==> src/rtl/seg7_scan_if.sv <==
// ---------------------------------------------------------------------------
// seg7_scan_if
//
// Bundles the signals between the seven-segment scan driver, the ALU display
// decoder that answers a scan index with a digit code, and the board pins.
//
//   rr           driver -> decoder   current digit scan index, 0..7
//   digit_holder decoder -> driver   5-bit code for digit rr
//   AN           driver -> pins      anode enables, active-low, AN[i] = digit i
//   SEG          driver -> pins      cathodes gfedcba, active-low
//   DP           driver -> pins      decimal point, active-low (always off)
//   frame_tick   driver -> system    one-cycle pulse when rr wraps 7 -> 0
//   brightness   system -> driver    dimming level 0..7 (only when the
//                                    SEG_DIMMING_EN macro is defined)
//
// master: the scan driver.  slave: decoder / display side.
// ---------------------------------------------------------------------------
interface seg7_scan_if;
  logic [2:0] rr;
  logic [4:0] digit_holder;
  logic [7:0] AN;
  logic [6:0] SEG;
  logic       DP;
  logic       frame_tick;
`ifdef SEG_DIMMING_EN
  logic [2:0] brightness;

  modport master (
    output rr, AN, SEG, DP, frame_tick,
    input  digit_holder, brightness
  );

  modport slave (
    input  rr, AN, SEG, DP, frame_tick,
    output digit_holder, brightness
  );
`else
  modport master (
    output rr, AN, SEG, DP, frame_tick,
    input  digit_holder
  );

  modport slave (
    input  rr, AN, SEG, DP, frame_tick,
    output digit_holder
  );
`endif
endinterface : seg7_scan_if

==> src/rtl/seg7_scan_driver.sv <==
// ---------------------------------------------------------------------------
// seg7_scan_driver
//
// Time-multiplexed driver for the Nexys A7 8-digit seven-segment display.
// Each digit owns a slot of REFRESH_DIV clock cycles. The first GUARD_CYCLES
// cycles of every slot keep all anodes off so the cathodes can settle on the
// new digit before it lights, which removes ghosting of the previous digit.
//
// Ports:
//   CLK100MHZ   system clock (100 MHz)
//   CPU_RESETN  asynchronous active-low reset
//   disp        seg7_scan_if.master: rr out, digit_holder in, AN/SEG/DP
//               and frame_tick out (plus brightness in when dimming is on)
//
// Parameters:
//   REFRESH_DIV   cycles per digit slot, must exceed GUARD_CYCLES+1
//   GUARD_CYCLES  blanked cycles at the start of each slot, must be >= 2
//
// Optional feature (macro SEG_DIMMING_EN): adds a brightness input and a
// free-running 3-bit PWM counter; during the lit window the anode is only
// enabled while pwm <= brightness (7 = full duty, 0 = 1/8 duty).
//
// AN, SEG and frame_tick are all driven straight from flops; digit_holder
// only reaches SEG through a register, so no combinational path exists from
// the decoder to the pins.
// ---------------------------------------------------------------------------
module seg7_scan_driver #(
  parameter int REFRESH_DIV  = 100000,
  parameter int GUARD_CYCLES = 64
) (
  input  logic         CLK100MHZ,
  input  logic         CPU_RESETN,
  seg7_scan_if.master  disp
);

  // -------------------------------------------------------------------------
  // Elaboration-time parameter sanity checks
  // -------------------------------------------------------------------------
  if (GUARD_CYCLES < 2) begin : g_bad_guard
    $error("seg7_scan_driver: GUARD_CYCLES must be >= 2");
  end
  if (REFRESH_DIV <= GUARD_CYCLES + 1) begin : g_bad_div
    $error("seg7_scan_driver: REFRESH_DIV must be > GUARD_CYCLES+1");
  end

  localparam int CNT_W = (REFRESH_DIV > 1) ? $clog2(REFRESH_DIV) : 1;
  localparam logic [CNT_W-1:0] CNT_LAST   = CNT_W'(REFRESH_DIV - 1);
  localparam logic [CNT_W-1:0] GUARD_LAST = CNT_W'(GUARD_CYCLES - 1);

  typedef enum logic {
    ST_GUARD = 1'b0,  // all anodes off while SEG settles on the new digit
    ST_ON    = 1'b1   // anode for rr enabled until the end of the slot
  } state_t;

  // -------------------------------------------------------------------------
  // Digit code -> active-low gfedcba pattern
  // -------------------------------------------------------------------------
  function automatic logic [6:0] seg_encode(input logic [4:0] code);
    logic [6:0] pat;
    pat = 7'h7F;
    case (code)
      5'd0:  pat = 7'h40;
      5'd1:  pat = 7'h79;
      5'd2:  pat = 7'h24;
      5'd3:  pat = 7'h30;
      5'd4:  pat = 7'h19;
      5'd5:  pat = 7'h12;
      5'd6:  pat = 7'h02;
      5'd7:  pat = 7'h78;
      5'd8:  pat = 7'h00;
      5'd9:  pat = 7'h10;
      5'd10: pat = 7'h08;
      5'd11: pat = 7'h03;
      5'd12: pat = 7'h46;
      5'd13: pat = 7'h21;
      5'd14: pat = 7'h06;
      5'd15: pat = 7'h0E;
      5'd17: pat = 7'h3F;  // minus: segment g only
      default: pat = 7'h7F; // 16 and 18..31 are blank
    endcase
    return pat;
  endfunction

  // -------------------------------------------------------------------------
  // State
  // -------------------------------------------------------------------------
  logic [CNT_W-1:0] cnt;
  logic [2:0]       rr_q;
  state_t           state;
  logic [7:0]       an_q;
  logic [6:0]       seg_q;
  logic             frame_q;

  logic [CNT_W-1:0] cnt_nxt;
  logic [2:0]       rr_nxt;
  state_t           state_nxt;
  logic [7:0]       an_nxt;
  logic             frame_nxt;

`ifdef SEG_DIMMING_EN
  logic [2:0] pwm;
  logic [2:0] pwm_nxt;
`endif

  // -------------------------------------------------------------------------
  // Next-state logic. The anode register is loaded from the *next* state so
  // that AN changes in the same cycle as rr and the FSM state, with no
  // decode logic between the flops and the pins.
  // -------------------------------------------------------------------------
  always_comb begin
    // NOTE: every signal gets a default before any branch, so no path can
    // leave one unassigned and infer a latch.
    cnt_nxt   = cnt + 1'b1;
    rr_nxt    = rr_q;
    state_nxt = state;
    frame_nxt = 1'b0;
    an_nxt    = 8'hFF;

    if (cnt == CNT_LAST) begin
      cnt_nxt   = '0;
      rr_nxt    = rr_q + 3'd1;
      state_nxt = ST_GUARD;
      // High in the first cycle rr reads 0 after a 7 -> 0 wrap.
      frame_nxt = (rr_q == 3'd7);
    end else if (state == ST_GUARD && cnt == GUARD_LAST) begin
      state_nxt = ST_ON;
    end

    if (state_nxt == ST_ON) begin
      an_nxt = ~(8'b1 << rr_nxt);
    end

`ifdef SEG_DIMMING_EN
    pwm_nxt = pwm + 3'd1;
    // Compare against the value pwm will hold when this AN is visible, so a
    // brightness change shows up on the pins in the following cycle.
    if (pwm_nxt > disp.brightness) begin
      an_nxt = 8'hFF;
    end
`endif
  end

  // -------------------------------------------------------------------------
  // Registers: slot counter, scan index, FSM state and all pin drivers.
  // Reset is asynchronous and overrides every update, including a slot wrap.
  // -------------------------------------------------------------------------
  always_ff @(posedge CLK100MHZ or negedge CPU_RESETN) begin
    // NOTE: sequential state uses non-blocking assignments only, so every
    // flop samples the pre-edge values regardless of statement order.
    if (!CPU_RESETN) begin
      cnt     <= '0;
      rr_q    <= 3'd0;
      state   <= ST_GUARD;
      an_q    <= 8'hFF;
      seg_q   <= 7'h7F;
      frame_q <= 1'b0;
`ifdef SEG_DIMMING_EN
      pwm     <= 3'd0;
`endif
    end else begin
      cnt     <= cnt_nxt;
      rr_q    <= rr_nxt;
      state   <= state_nxt;
      an_q    <= an_nxt;
      // The decoder output is sampled every cycle, so SEG trails rr by one
      // cycle; the guard window hides that lag behind dark anodes.
      seg_q   <= seg_encode(disp.digit_holder);
      frame_q <= frame_nxt;
`ifdef SEG_DIMMING_EN
      pwm     <= pwm_nxt;
`endif
    end
  end

  // -------------------------------------------------------------------------
  // Outputs
  // -------------------------------------------------------------------------
  assign disp.rr         = rr_q;
  assign disp.AN         = an_q;
  assign disp.SEG        = seg_q;
  assign disp.DP         = 1'b1;
  assign disp.frame_tick = frame_q;

endmodule : seg7_scan_driver

==> src/flat_wrapper.sv <==
// flat-port wrapper written by rule: the top's interface ports become plain ports
module seg7_scan_driver_flat 
#(
  parameter int REFRESH_DIV  = 100000,
  parameter int GUARD_CYCLES = 64
)
  (CLK100MHZ, CPU_RESETN, disp_rr, disp_AN, disp_SEG, disp_DP, disp_frame_tick, disp_digit_holder);
  seg7_scan_if disp_i ();
  input  logic CLK100MHZ;
  input  logic CPU_RESETN;
  output wire logic [$bits(disp_i.rr)-1:0] disp_rr;
  output wire logic [$bits(disp_i.AN)-1:0] disp_AN;
  output wire logic [$bits(disp_i.SEG)-1:0] disp_SEG;
  output wire logic [$bits(disp_i.DP)-1:0] disp_DP;
  output wire logic [$bits(disp_i.frame_tick)-1:0] disp_frame_tick;
  input wire logic [$bits(disp_i.digit_holder)-1:0] disp_digit_holder;
  assign disp_rr = disp_i.rr;
  assign disp_AN = disp_i.AN;
  assign disp_SEG = disp_i.SEG;
  assign disp_DP = disp_i.DP;
  assign disp_frame_tick = disp_i.frame_tick;
  assign disp_i.digit_holder = disp_digit_holder;
  seg7_scan_driver #(.REFRESH_DIV(REFRESH_DIV), .GUARD_CYCLES(GUARD_CYCLES)) u_core (.CLK100MHZ(CLK100MHZ), .CPU_RESETN(CPU_RESETN), .disp(disp_i));
endmodule
==> config.mk <==
export PLATFORM = sky130hd
export DESIGN_NAME = seg7_scan_driver_flat
export DESIGN_NICKNAME = d
export VERILOG_FILES = /design/src/rtl/seg7_scan_if.sv /design/src/rtl/seg7_scan_driver.sv /design/src/flat_wrapper.sv
export SDC_FILE = /design/constraint.sdc
export NUM_CORES = 1
export LEC_CHECK = 0
export CAP_MARGIN = 20
export CORE_MARGIN = 2
export CORE_UTILIZATION = 45
export DETAILED_ROUTE_END_ITERATION = 8
export PLACE_DENSITY_LB_ADDON = 0.08
export SETUP_SLACK_MARGIN = 0.3
export SYNTH_ARGS = -nofsm -noshare
export SYNTH_HDL_FRONTEND = slang
export SYNTH_SLANG_ARGS = --single-unit
==> constraint.sdc <==
create_clock -name CLK100MHZ -period 1.9 [get_ports CLK100MHZ]
set_clock_uncertainty 0.15 [all_clocks]
set_input_delay 0.285 -clock CLK100MHZ [delete_from_list [all_inputs] [get_ports CLK100MHZ]]
set_output_delay 0.285 -clock CLK100MHZ [all_outputs]
set_load 0.1 [all_outputs]
==> out/results.ini, run 1 <==
[clock_network]
ctsRootBufferMaster=clkbuf_8
cts_sinks=37
cts_tree=yes
numCtsBuffers=5
insertion_delay_ns=0.29
clockBufferDepth=2
clkSlewWorstSetupHoldPaths_ns=0.07
cts_hold_buf=0
cts-htree-levels=2

[grt]
grt_pass1_vias=1457
grt_usage_pct=20.0
grt-ovfl-total=0
grt_max_degree=38
antenna_found_initial=0
grt_pass1_wl_um=6630

[route]
wl_um=4190
post_drt_wl_per_cell_um=15.2
final_antenna_net_count=0
vias=1492
drt_iter0_drc=83
drt_pass1_iterations=4
vias_per_cell=5.43
route.detailed.drc=0

[sta]
finalSetupViolCount=0
rsz0062_at_grt=true
period_needed_ns=1.73
report.final.hold_viol_count=0
max_freq_mhz=577
drv_slew=0
period_share_pct=91.2
fin_tns_setup_ns=0

[placement]
place.gp.congestion=0.858
hpwl_um=2620
io_buffers=25
dp.cells=251

[floorplan]
ios=27
initial_utilization_pct=45.9
die-area_um2=4540
chipHeight_um=67.4
die_width_um=67.4
core_area_um2=3940
row_count=23

[setup_path]
cp.required_ns=1.93
cp_max_fo=4
end_kind=register
cp-start-kind=register
critPathArrivalTime_ns=1.76
path_class=register to register

[pwr]
ir_worst_vdd_mv=0.446
power.density_nw_per_um2=596
power_leakage_uw=0.00128
design_power_total_uw=1660

[layout]
drive_gt1_share_pct=46.7
diodes=0
fin_cells=275
nets=240
syn2layout_area_growth_pct=54.0

[worst_hold_path]
hold_class=input pin to async pin

[logic_synthesis]
synth.avg_cell_area_um2=10.8
ys.flop_type=dfrtp_1
yosysSeqAreaShare_pct=52.2
synthesis.nets=183
synth-seq-cells=37
synth_top_area_cell=dfrtp_1
synth_top_area_share_pct=30.4
yosysUniqueCellTypes=37
synth_edf_count=0
synth_cells=167
synthArstFlopShare_pct=100
synth_warnings=0
synth.area.top_cells=dfrtp_1 30%, dfstp_2 22%, ha_1 6.2%
syn_area_um2=1810

[job]
drv_cap=0

[status]
status=finished, final reports clean

## stage by stage
step | area (um^2) | util [%] | setup WS, ns | hold slack, ns
after floorplan | 1830 | - | 0.0720 | -0.161
after global placement | 2400 | 60.8 | 0.0475 | 0.364
after detailed placement | 2400 | 60.8 | 0.0147 | 0.361
after CTS | 2640 | 67.0 | 0.195 | 0.289
after global routing | 2790 | 70.7 | 0.122 | 0.342
final | 2790 | 70.7 | 0.167 | 0.284
## layout by cell type (no fill, tap or decap), drive strengths merged
cell type | Yosys | final
o21bai | 1 | 1
inv | 3 | 3
dfstp | 15 | 15
nand3 | 7 | 7
ha | 9 | 9
xor2 | 9 | 9
or3 | 2 | 2
buf | 4 | 50
conb | 1 | 1
o21ai | 3 | 3
clkinv | 0 | 1
a31oi | 1 | 1
nand4 | 10 | 10
a221o | 1 | 1
a311o | 1 | 1
nor2 | 19 | 19
a21oi | 5 | 5
clkbuf | 3 | 7
nor4 | 1 | 1
a211oi | 3 | 3
nor3 | 4 | 4
nand2 | 8 | 8
or4 | 2 | 2
and3 | 2 | 2
and4 | 4 | 4
mux2 | 2 | 2
o41ai | 1 | 1
xnor2 | 5 | 5
and2 | 5 | 5
dlymetal6s2s | 0 | 1
nand4b | 3 | 3
nor2b | 7 | 7
dfrtp | 22 | 22
a41o | 1 | 2
clkdlybuf4s50 | 0 | 5
a211o | 3 | 3
## synthesized netlist by cell type (2+ instances only)
master	n
and4_1	3
ha_1	9
a21oi_1	5
and2_1	5
nand4b_1	3
or3_1	2
or4_1	2
nor2_1	19
xnor2_1	5
nor2b_1	7
xor2_1	9
nand3_1	7
dfrtp_1	22
nor3_1	4
o21ai_0	3
nand2_1	8
nand4_1	10
a211oi_1	3
dfstp_2	15
clkbuf_1	3
and3_1	2
a211o_1	3
buf_4	2
inv_1	3
## flip-flops by register name (all words and copies together), names as in the netlist
register / flops
u_core.cnt: 17
u_core.disp.AN: 8
u_core.disp.SEG: 7
u_core.disp.rr: 3
u_core.disp.frame_tick: 1
u_core.state: 1
## metal layers
| metal | global-route usage, % | routed length, um |
|---|---|---|
| met3 | 5.17 | 168 |
| met1 | 25.4 | 1830 |
| met5 | 0 | 0 |
| met2 | 31.9 | 2100 |
| met4 | 9.44 | 98 |
## cell type report
cell class | count | area (um^2)
clock buffers | 7 | 96.3
clock inverters | 1 | 5.00
fillers | 265 | 1160
inverters | 3 | 11.3
multi-input cells | 121 | 966
flip-flops and latches | 37 | 951
well taps | 50 | 62.6
repair buffers | 56 | 694
## kinds of logic (layout without fill, tap and decap cells)
logic type / count (synthesis) / after routing / share of synthesized area (%)
AOI/OAI and AO/OA: 20 / 21 / 7.81
xor gates and xnor gates: 14 / 14 / 6.78
adders and majority gates: 9 / 9 / 6.22
buffers and inverters: 10 / 67 / 2.97
DFF: 37 / 37 / 52.2
muxes: 2 / 2 / 1.45
other: 1 / 1 / 0.207
and+or+nand+nor: 74 / 74 / 22.3
## critical path: stages, from the launching register on
cell,delay [ns]
dfrtp_1,0.41
ha_4,0.15
and4_4,0.23
and4_4,0.24
and2_4,0.15
mux2_4,0.29
## where the power goes
group / internal (uW) / switching, uW / leakage, uW
Clock: 328 / 269 / 0.0000542
Combinational: 84.6 / 157 / 0.000779
Sequential: 810 / 10.6 / 0.000444
Total: 1220 / 437 / 0.00128
## what timing repair did
item | 4_1_cts | 5_1_grt
setup buffers | 9 | 6
cloned | 1 | 0
endpoints found under the setup margin | 23 | 27
pin swaps | 12 | 10
gates resized for setup | 16 | 23
## final timing paths
kind | start | end | slack (ns) | cells past startpoint
hold / removal | CPU_RESETN | u_core.cnt[10] | 0.28 | 2
min in group CLK100MHZ | u_core.cnt[15] | u_core.cnt[15] | 0.36 | 1
max in group asynchronous | CPU_RESETN | u_core.disp.AN[3] | 0.97 | 2
setup reg to reg | u_core.cnt[0] | u_core.disp.rr[2] | 0.17 | 5
hold reg to reg | u_core.cnt[15] | u_core.cnt[15] | 0.36 | 1
setup / recovery | u_core.cnt[0] | u_core.disp.rr[2] | 0.17 | 5
No activity file was read; power rests on OpenSTA's default activity.
==> inputs of run 2 (changes only) <==
--- a/config.mk
+++ b/config.mk
@@ -6,10 +6,11 @@
 export NUM_CORES = 1
 export LEC_CHECK = 0
 export CAP_MARGIN = 20
-export CORE_MARGIN = 2
+export CORE_MARGIN = 3
 export CORE_UTILIZATION = 45
 export DETAILED_ROUTE_END_ITERATION = 8
 export PLACE_DENSITY_LB_ADDON = 0.08
+export REMOVE_ABC_BUFFERS = 1
 export SETUP_SLACK_MARGIN = 0.3
 export SYNTH_ARGS = -nofsm -noshare
 export SYNTH_HDL_FRONTEND = slang
==> out/results.ini, run 2 (synthesized netlist as in run 1, its figures left out) <==
[floorplan]
core_area_um2=3770
ios=27
chipHeight_um=69.4
row_count=22
die-area_um2=4820
initial_utilization_pct=48.0
die_width_um=69.4

[route]
dr_wl_met3_um=160
highest_layer=met4
drt_pass1_iterations=5
dr_wl_met2_um=2220
drt-met1-wl_um=1890
vias_per_cell=5.55
vias=1460
route.detailed.drc=0
drt_iter0_drc=60
wl_um=4350
post_drt_wl_per_cell_um=16.5
final_antenna_net_count=0

[layout]
final_common_cell=dfrtp_1
drive_gt1_share_pct=41.4
largest_reg_flops=17
final_cell_mix=22 x dfrtp_1, 19 x buf_12, 19 x buf_4
syn2layout_area_growth_pct=48.4
regMostFlops=u_core.cnt
nets=230
diodes=0
fin_util_pct=71.2
multi_input_area_um2=946
register_area_um2=945
num-fill-cells=260

[setup_path]
cp_max_fo=5
crit_buf_inv=0
path_class=register to register
end_kind=register
cp.required_ns=1.96
cpPeakStageDelay_ns=0.55
cp_top_family=simple AND/OR/NAND/NOR gates
cp-start-kind=register
worstPathCellList=or4_4, nor2_4, a41o_4, nand4b_1
crit_path_top_delay_cell=or4_4
critPathArrivalTime_ns=1.80

[clock_network]
clockBufferDepth=2
numCtsBuffers=5
clkSlewWorstSetupHoldPaths_ns=0.08
ctsRootBufferMaster=clkbuf_8
cts-htree-levels=2
cts_sinks=37
insertion_delay_ns=0.30
cts_tree=yes

[grt]
grt_max_degree=38
grt_pass1_vias=1593
grt-ovfl-total=0
grt_usage_pct=19.6
antenna_found_initial=0
grt_pass1_wl_um=7470

[sta]
finalSetupViolCount=0
drv_slew=0
report.final.hold_viol_count=0
max_freq_mhz=576
period_share_pct=91.4
fin_tns_setup_ns=0
fin_ws_ns=0.164
period_needed_ns=1.74
rsz0062_at_grt=true

[pwr]
ir_worst_vdd_mv=0.349
power.density_nw_per_um2=655
power_leakage_uw=0.00121

[status]
status=finished, final reports clean

[placement]
io_buffers=25
place.gp.congestion=0.902
hpwl_um=2770
place_ws_ns=0.0206

[worst_hold_path]
hold_class=input pin to async pin

[job]
drv_cap=0

## run 2: worst paths after layout
check                                     from            endpoint  slack [ns]  depth (start not counted)
worst max-delay path            u_core.cnt[10]   u_core.disp.AN[2]        0.16                          4
worst min-delay path                CPU_RESETN       u_core.cnt[9]        0.26                          2
worst max register to register  u_core.cnt[10]   u_core.disp.AN[2]        0.16                          4
worst min register to register  u_core.cnt[15]      u_core.cnt[15]        0.41                          1
max in group asynchronous           CPU_RESETN  u_core.disp.SEG[3]        0.98                          2
min in group CLK100MHZ          u_core.cnt[15]      u_core.cnt[15]        0.41                          1
## run 2: where the power goes
part | internal [uW] | switching [uW] | leakage [uW]
sequential | 810 | 10.2 | 0.000451
combinational | 84.3 | 160 | 0.000707
clock | 393 | 301 | 0.0000543
total | 1290 | 471 | 0.00121
## run 2: what timing repair did
action / in CTS / in global routing
setup buffers: 6 / 1
gates cloned: 1 / 0
gates resized for setup: 22 / 11
setup endpoints to repair: 24 / 28
hold endpoints to repair: 0 / 0
hold buffers: 0 / 0
pin swaps: 13 / 9
## run 2: stage by stage
| stage | instance area, um^2 | std cells | hold WS, ns | total power (uW) |
|---|---|---|---|---|
| finish | 2690 | 263 | 0.262 | 1760 |
| global route | 2690 | 263 | 0.313 | 1820 |
| CTS | 2630 | 262 | 0.266 | 1770 |
| detailed placement | 2370 | 247 | 0.376 | 1080 |
| global placement | 2370 | 247 | 0.367 | 1070 |
| floorplan | 1770 | 160 | -0.161 | 967 |
## run 2: layout make-up
class	instances	share of cell area (%)
timing repair buffer	46	22.6
tap	48	2.24
inverter	3	0.419
clock buffer	5	2.56
multi-input combinational	121	35.2
sequential	37	35.2
clock inverter	3	1.72
## run 2: layer usage
layer / global-route usage, % / vias up
li1: - / 692
met4: 8.46 / 0
met2: 32.7 / 25
met3: 5.80 / 9
met5: 0 / -
met1: 23.2 / 734
==> inputs of run 3 (changes only) <==
--- a/config.mk
+++ b/config.mk
@@ -5,6 +5,7 @@
 export SDC_FILE = /design/constraint.sdc
 export NUM_CORES = 1
 export LEC_CHECK = 0
+export ABC_AREA = 0
 export CAP_MARGIN = 20
 export CORE_MARGIN = 3
 export CORE_UTILIZATION = 45
==> constraint.sdc (replaced) <==
create_clock -name CLK100MHZ -period 1.9 [get_ports CLK100MHZ]
set_clock_uncertainty 0.15 [all_clocks]
set_input_delay 0.38 -clock CLK100MHZ [delete_from_list [all_inputs] [get_ports CLK100MHZ]]
set_output_delay 0.38 -clock CLK100MHZ [all_outputs]
set_load 0.1 [all_outputs]
==> out/results.ini, run 3 (synthesized netlist as in run 1, its figures left out) <==
[layout]
final_cell_mix=23 x buf_4, 22 x dfrtp_1, 20 x buf_12
fin_area_um2=2680
diodes=0
syn2layout_area_growth_pct=48.3
nets=237
register_area_um2=945
largest_reg_flops=17
regMostFlops=u_core.cnt
final_common_cell=buf_4
drive_gt1_share_pct=40.1
num-fill-cells=271
multi_input_area_um2=895

[clock_network]
cts_tree=yes
numCtsBuffers=5
clockBufferDepth=2
cts_sinks=37
cts_hold_buf=0
cts-htree-levels=2
ctsRootBufferMaster=clkbuf_8
clkSlewWorstSetupHoldPaths_ns=0.07
insertion_delay_ns=0.29

[grt]
grt_usage_pct=19.1
grt-ovfl-total=0
grt_pass1_vias=1575
grt_max_degree=38
grt_pass1_wl_um=7360
antenna_found_initial=0

[placement]
hpwl_um=2870
io_buffers=25
place_area_um2=2410
place.gp.congestion=0.841

[floorplan]
ios=27
chipHeight_um=69.4
core_area_um2=3770
row_count=22
die_width_um=69.4
die-area_um2=4820
initial_utilization_pct=48.0

[sta]
drv_slew=0
holdWs_ns=0.306
report.final.hold_viol_count=0
rsz0062_at_grt=true
period_needed_ns=1.74
max_freq_mhz=575
period_share_pct=91.5
finalSetupViolCount=0

[status]
status=finished, final reports clean

[job]
drv_cap=0

[pwr]
power.density_nw_per_um2=608
ir_worst_vdd_mv=0.505
power_leakage_uw=0.00123

[route]
wl_um=4360
drt_iter0_drc=92
drt_pass1_iterations=4
vias_per_cell=5.59
vias=1508
route.detailed.drc=0
post_drt_wl_per_cell_um=16.1
final_antenna_net_count=0

[setup_path]
cp_max_fo=4
path_class=register to register
cp.required_ns=1.92
end_kind=register
cp-start-kind=register
rrSetupSlack_ns=0.16
critPathArrivalTime_ns=1.76

[worst_hold_path]
hold_class=input pin to async pin

## run 3: per-layer routing
layer | up-vias | part of all wire, % | track usage [%]
met2 | 42 | 51 | 31.7
met3 | 10 | 5.3 | 6.38
li1 | 705 | - | -
met5 | - | 0 | 0
met1 | 751 | 42 | 22.7
met4 | 0 | 1.9 | 7.59
## run 3: final cells by class
class	instances	area share [%]
Clock buffer	7	3.22
Sequential cell	37	35.2
Tap cell	48	2.24
Timing Repair Buffer	53	25.3
Clock inverter	1	0.280
Inverter	3	0.420
Multi-Input combinational cell	121	33.3
## run 3: critical path, stage by stage (launching register included)
cell	delay (ns)
dfrtp_1	0.36
ha_2	0.19
and4_4	0.25
and4_4	0.23
and2_4	0.15
mux2_4	0.29
## run 3: power breakdown
part	leakage [uW]	total [uW]	switching, uW	internal, uW
Clock	0.0000445	564	269	294
Combinational	0.000737	248	160	87.6
Sequential	0.000451	820	10.2	810
Total	0.00123	1630	439	1190
## run 3: worst paths after layout
kind,cells after the start,from,endpoint
hold reg to reg,1,u_core.cnt[14],u_core.cnt[14]
setup / recovery,5,u_core.cnt[1],u_core.disp.rr[2]
setup reg to reg,5,u_core.cnt[1],u_core.disp.rr[2]
max in group asynchronous,2,CPU_RESETN,u_core.disp.SEG[1]
min in group CLK100MHZ,1,u_core.cnt[14],u_core.cnt[14]
hold / removal,2,CPU_RESETN,u_core.cnt[12]
## run 3: repair_timing
item | CTS | global route
gates cloned | 1 | 0
gates resized for setup | 24 | 5
setup buffers | 7 | 4
pin swaps | 14 | 3
endpoints found under the setup margin | 28 | 28
## run 3: per-stage QoR
stage / setup TNS [ns] / setup WS [ns] / std cells / total power, uW / util (%)
6_report: 0 / 0.161 / 270 / 1630 / 71.1
5_1_grt: 0 / 0.112 / 270 / 1710 / 71.1
4_1_cts: 0 / 0.154 / 266 / 1660 / 69.9
3_3_place_gp: 0 / 0.00321 / 250 / 1080 / 63.8
2_1_floorplan: -0.122 / -0.112 / 160 / 967 / -
3_5_place_dp: -0.223 / -0.115 / 250 / 1080 / 63.8
==> RTL change 1 (flow settings as in run 3) <==
`REFRESH_DIV` is set to 100000 in 2 places; all go to 400000.
--- a/src/rtl/seg7_scan_driver.sv
+++ b/src/rtl/seg7_scan_driver.sv
@@ -25,7 +25,7 @@
 // the decoder to the pins.
 // ---------------------------------------------------------------------------
 module seg7_scan_driver #(
-  parameter int REFRESH_DIV  = 100000,
+  parameter int REFRESH_DIV  = 400000,
   parameter int GUARD_CYCLES = 64
 ) (
   input  logic         CLK100MHZ,
--- a/src/flat_wrapper.sv
+++ b/src/flat_wrapper.sv
@@ -1,7 +1,7 @@
 // flat-port wrapper written by rule: the top's interface ports become plain ports
 module seg7_scan_driver_flat 
 #(
-  parameter int REFRESH_DIV  = 100000,
+  parameter int REFRESH_DIV  = 400000,
   parameter int GUARD_CYCLES = 64
 )
   (CLK100MHZ, CPU_RESETN, disp_rr, disp_AN, disp_SEG, disp_DP, disp_frame_tick, disp_digit_holder);
Function: same outputs for any inputs over 10 cycles, from zero or initial values and one cycle with CPU_RESETN low; that may be too few to reach the edited logic, so the function may still have changed.
==> RTL change 1 against run 3 <==
  * Sequential cell count up 2
  * Sequential share of layout area down 0.73 points
  * Synthesized area grew 5.9%
  * Worst hold slack better by 0.072 ns
  * Count of clock-buffer cells in the layout up 1
  * Critical path depth unchanged
  * Sequential power rose by 5.2%
  * Wire length is essentially flat
  * Clock power decreased by 6.7%
  * Die area grew 5.4%
  * The flow now finishes with violations (setup timing)
  * Utilization barely moved
  * Total power rose by 0.72%
  * Cell area grew 7.6%
  * Setup slack worse by 0.20 ns
  * Largest cell class is now multi-input gates
==> RTL change 1: results <==
[run_status]
status = "finished, violations left"
violations = "setup timing"

[grt]
grt_use_met3 = 0.0589
globalRouteMet2Util = 0.309
grt_max_degree = 24
track_usage = 0.178
grt_util_met1 = 0.207

[layout]
largest_reg_flops = 19
num-fill-cells = 283
seqAreaFraction = 0.345
drive_gt1_frac = 0.448
multi_input_cells = 126
nNonClkInverters = 6
nClkBuffers = 8
clock_area_frac = 0.0277
area_growth_pct = 50.7
buf_share = 0.239

[power]
swShare = 0.268
vdd_drop_max_v = 0.000389
p_per_area_mw_per_mm2 = 569
leakagePower_nw = 1.34

[timing]
final.setup.worst_slack_ns = -0.0343
setup_violations = 1
holdWs_ns = 0.378
tns_ns = -0.0343

[place]
place_area_mm2 = 0.00253
routabilityCongestion = 0.812
pre_cts_ws_ns = -0.127
hpwl_mm = 2.95

[worst_setup_path]
arrival_ns = 1.96
crit_slowest_cell = "or4_4"
r2r-start = "u_core.cnt[10]"
max_stage_delay_ns = 0.55

[logic_synthesis]
yosysSeqAreaShare = 0.519
synth-adder-area-share = 0.0587
synth_cells = 178
yosys.area_share.xor_xnor = 0.0770
synthMuxAreaShare = 0.0137

[route]
met3_length_um = 173
drt-total-wl_mm = 4.36
wl_met1_mm = 1.89
drt_iter0_drc = 67
via_per_inst = 5.40

[clock_network]
cts_sinks = 39

[floorplan]
taps = 50

[hold_path]
hold_class = "flip-flop to flip-flop"
RTL change 1: cell types whose count changed after synthesis, moves of 3 or more:
cell	delta
and4_1	-3
inv_1	+3
xnor2_1	+5
xor2_1	-4
RTL change 1: worst min-delay path by stage:
| stage | end | depth (start not counted) |
|---|---|---|
| final | u_core.cnt[16] | 1 |
| after global routing | u_core.cnt[16] | 1 |
| after CTS | u_core.cnt[16] | 1 |
| after detailed placement | u_core.cnt[8] | 1 |
| after global placement | u_core.cnt[7] | 1 |
| after floorplan | u_core.cnt[0] | 0 |
RTL change 1: power groups by stage:
stage,sequential (W),clock (W),combinational (W)
floorplan,0.000965,0,0.0000454
global placement,0.000877,0,0.000244
detailed placement,0.000877,0,0.000248
CTS,0.000863,0.000543,0.000251
global route,0.000863,0.000578,0.000270
finish,0.000863,0.000526,0.000254
RTL change 1: repair_timing:
item,4_1_cts,5_1_grt
hold endpoints to repair,10,0
buffers inserted,4,3
pin swaps,12,16
resized for setup,21,24
cloned,0,1
endpoints found under the setup margin,31,36
hold buffers,1,0
==> RTL change 2 (config.mk and constraints of run 3) <==
Without the edit above. Reset style: synchronous (`CPU_RESETN`), changed in one clocked block. Comments in the files are not updated.
--- a/src/rtl/seg7_scan_driver.sv
+++ b/src/rtl/seg7_scan_driver.sv
@@ -144,7 +144,7 @@
   // Registers: slot counter, scan index, FSM state and all pin drivers.
   // Reset is asynchronous and overrides every update, including a slot wrap.
   // -------------------------------------------------------------------------
-  always_ff @(posedge CLK100MHZ or negedge CPU_RESETN) begin
+  always_ff @(posedge CLK100MHZ) begin
     // NOTE: sequential state uses non-blocking assignments only, so every
     // flop samples the pre-edge values regardless of statement order.
     if (!CPU_RESETN) begin
Check against the original RTL: differs if CPU_RESETN is asserted again (counterexample within 4 cycles, from zero or initial values and one cycle with CPU_RESETN low); with CPU_RESETN held inactive, the same outputs for 10 cycles.
==> RTL change 2 against run 3 <==
  * Synthesized area decreased by 7.1%
  * Setup slack better by 0.12 ns
  * Cell area down 5.9%
  * Combinational power is 9.3% lower
  * Total power hardly changed
  * Count of clock-buffer cells in the layout unchanged
  * Maximum frequency up 7.6%
  * Sequential share of layout area decreased by 4.8 points
  * Critical path depth unchanged
  * Wire length shrank 5.5%
  * Sequential cell count unchanged
  * Critical path type unchanged
  * Clock power is 7.6% higher
==> RTL change 2: results <==
[place]
port_buffers = 25
dpl.cell_count = 259
hpwl_mm = 2.97
routabilityCongestion = 0.917
place_area_mm2 = 0.00227
pre_cts_ws_ns = -0.418

[worst_setup_path]
arrival_ns = 1.70
r2r_cells = 5
r2r_slack_ns = 0.28
crit_end = "u_core.disp.rr[0]"
crit_fanout = 4
r2r-start = "u_core.cnt[14]"

[power]
p_clk_w = 0.000607
swShare = 0.262
vdd_drop_max_v = 0.000340
pwr-share-comb = 0.138
p_per_area_mw_per_mm2 = 646
leakagePower_nw = 1.01

[clock_network]
clock_path_buffers = 2
cts_made_buffers = 5
post_cts_buffers = 5
cts.repair.resized = 43
cts_root_buf = "clkbuf_8"
clk_pin_slew_ns = 0.07
h-tree-depth = 2

[timing]
holdWs_ns = 0.350
finalCritPeriodShare = 0.850

[layout]
num-fill-cells = 267
drive_gt1_frac = 0.374
antenna_cells = 0
final_util = 0.728
fin_cells = 273
nets = 242

[logic_synthesis]
yosysSeqAreaShare = 0.441
yosysUniqueCellTypes = 41
yosysWarnings = 0
synth_compound_area_frac = 0.0894
yosys.area_share.xor_xnor = 0.0678
synthMuxAreaShare = 0.0253
synthTopCellsByArea = "dfxtp_1 44%, ha_1 6.7%, nor2_1 5.1%, xor2_1 4.2%, nand4_1 4.1%"
syn_area_per_cell_um2 = 9.44
async_flop_share = 0
synth-adder-area-share = 0.0670
synth_common_cells = "37 x dfxtp_1, 23 x nor2_1, 11 x nand4_1, 9 x ha_1, 9 x nand3_1"

[route]
drt-total-wl_mm = 4.12
met2_length_mm = 2.14
vias = 1496
met3_length_um = 180
wl_met1_mm = 1.75
topRoutingLayerUsed = "met4"
drt_iter0_drc = 125

[grt]
grt_pass1_vias = 1583
grt_max_degree = 12
grt_first_pass_wirelength_mm = 7.05
track_usage = 0.212

[hold_path]
hold_class = "input port to flip-flop"
whs_path_depth = 4

[run_status]
status = "finished clean"
==> RTL change 2: changes by cell type after synthesis, moves of 3 or more <==
cell / delta
dfxtp_1: +37
o211ai_1: +3
dfrtp_1: -22
nor2_1: +4
o21ai_0: +5
dfstp_2: -15
and2_1: -3
inv_1: +3
clkbuf_1: -3
a211oi_1: -3
or3_1: +3
a211o_1: -3
==> RTL change 2: worst max-delay path: stages (launching register included) <==
cell and delay [ns]:
dfxtp_2 0.35, nor4_4 0.32, buf_4 0.17, nand4_4 0.10, or3_1 0.35, a21oi_1 0.12
==> RTL change 2: layer usage <==
layer / global-route usage / vias to the layer above
met2: 0.369 / 33
met3: 0.0911 / 7
met5: 0 / -
li1: - / 731
met1: 0.225 / 725
met4: 0.0810 / 0
==> RTL change 2: area by class of cell <==
type,instances,area share
Clock inverter,1,0.00198
Multi-Input combinational cell,131,0.384
Timing Repair Buffer,45,0.240
Clock buffer,7,0.0382
Sequential cell,37,0.304
Tap cell,46,0.0228
Inverter,6,0.00892
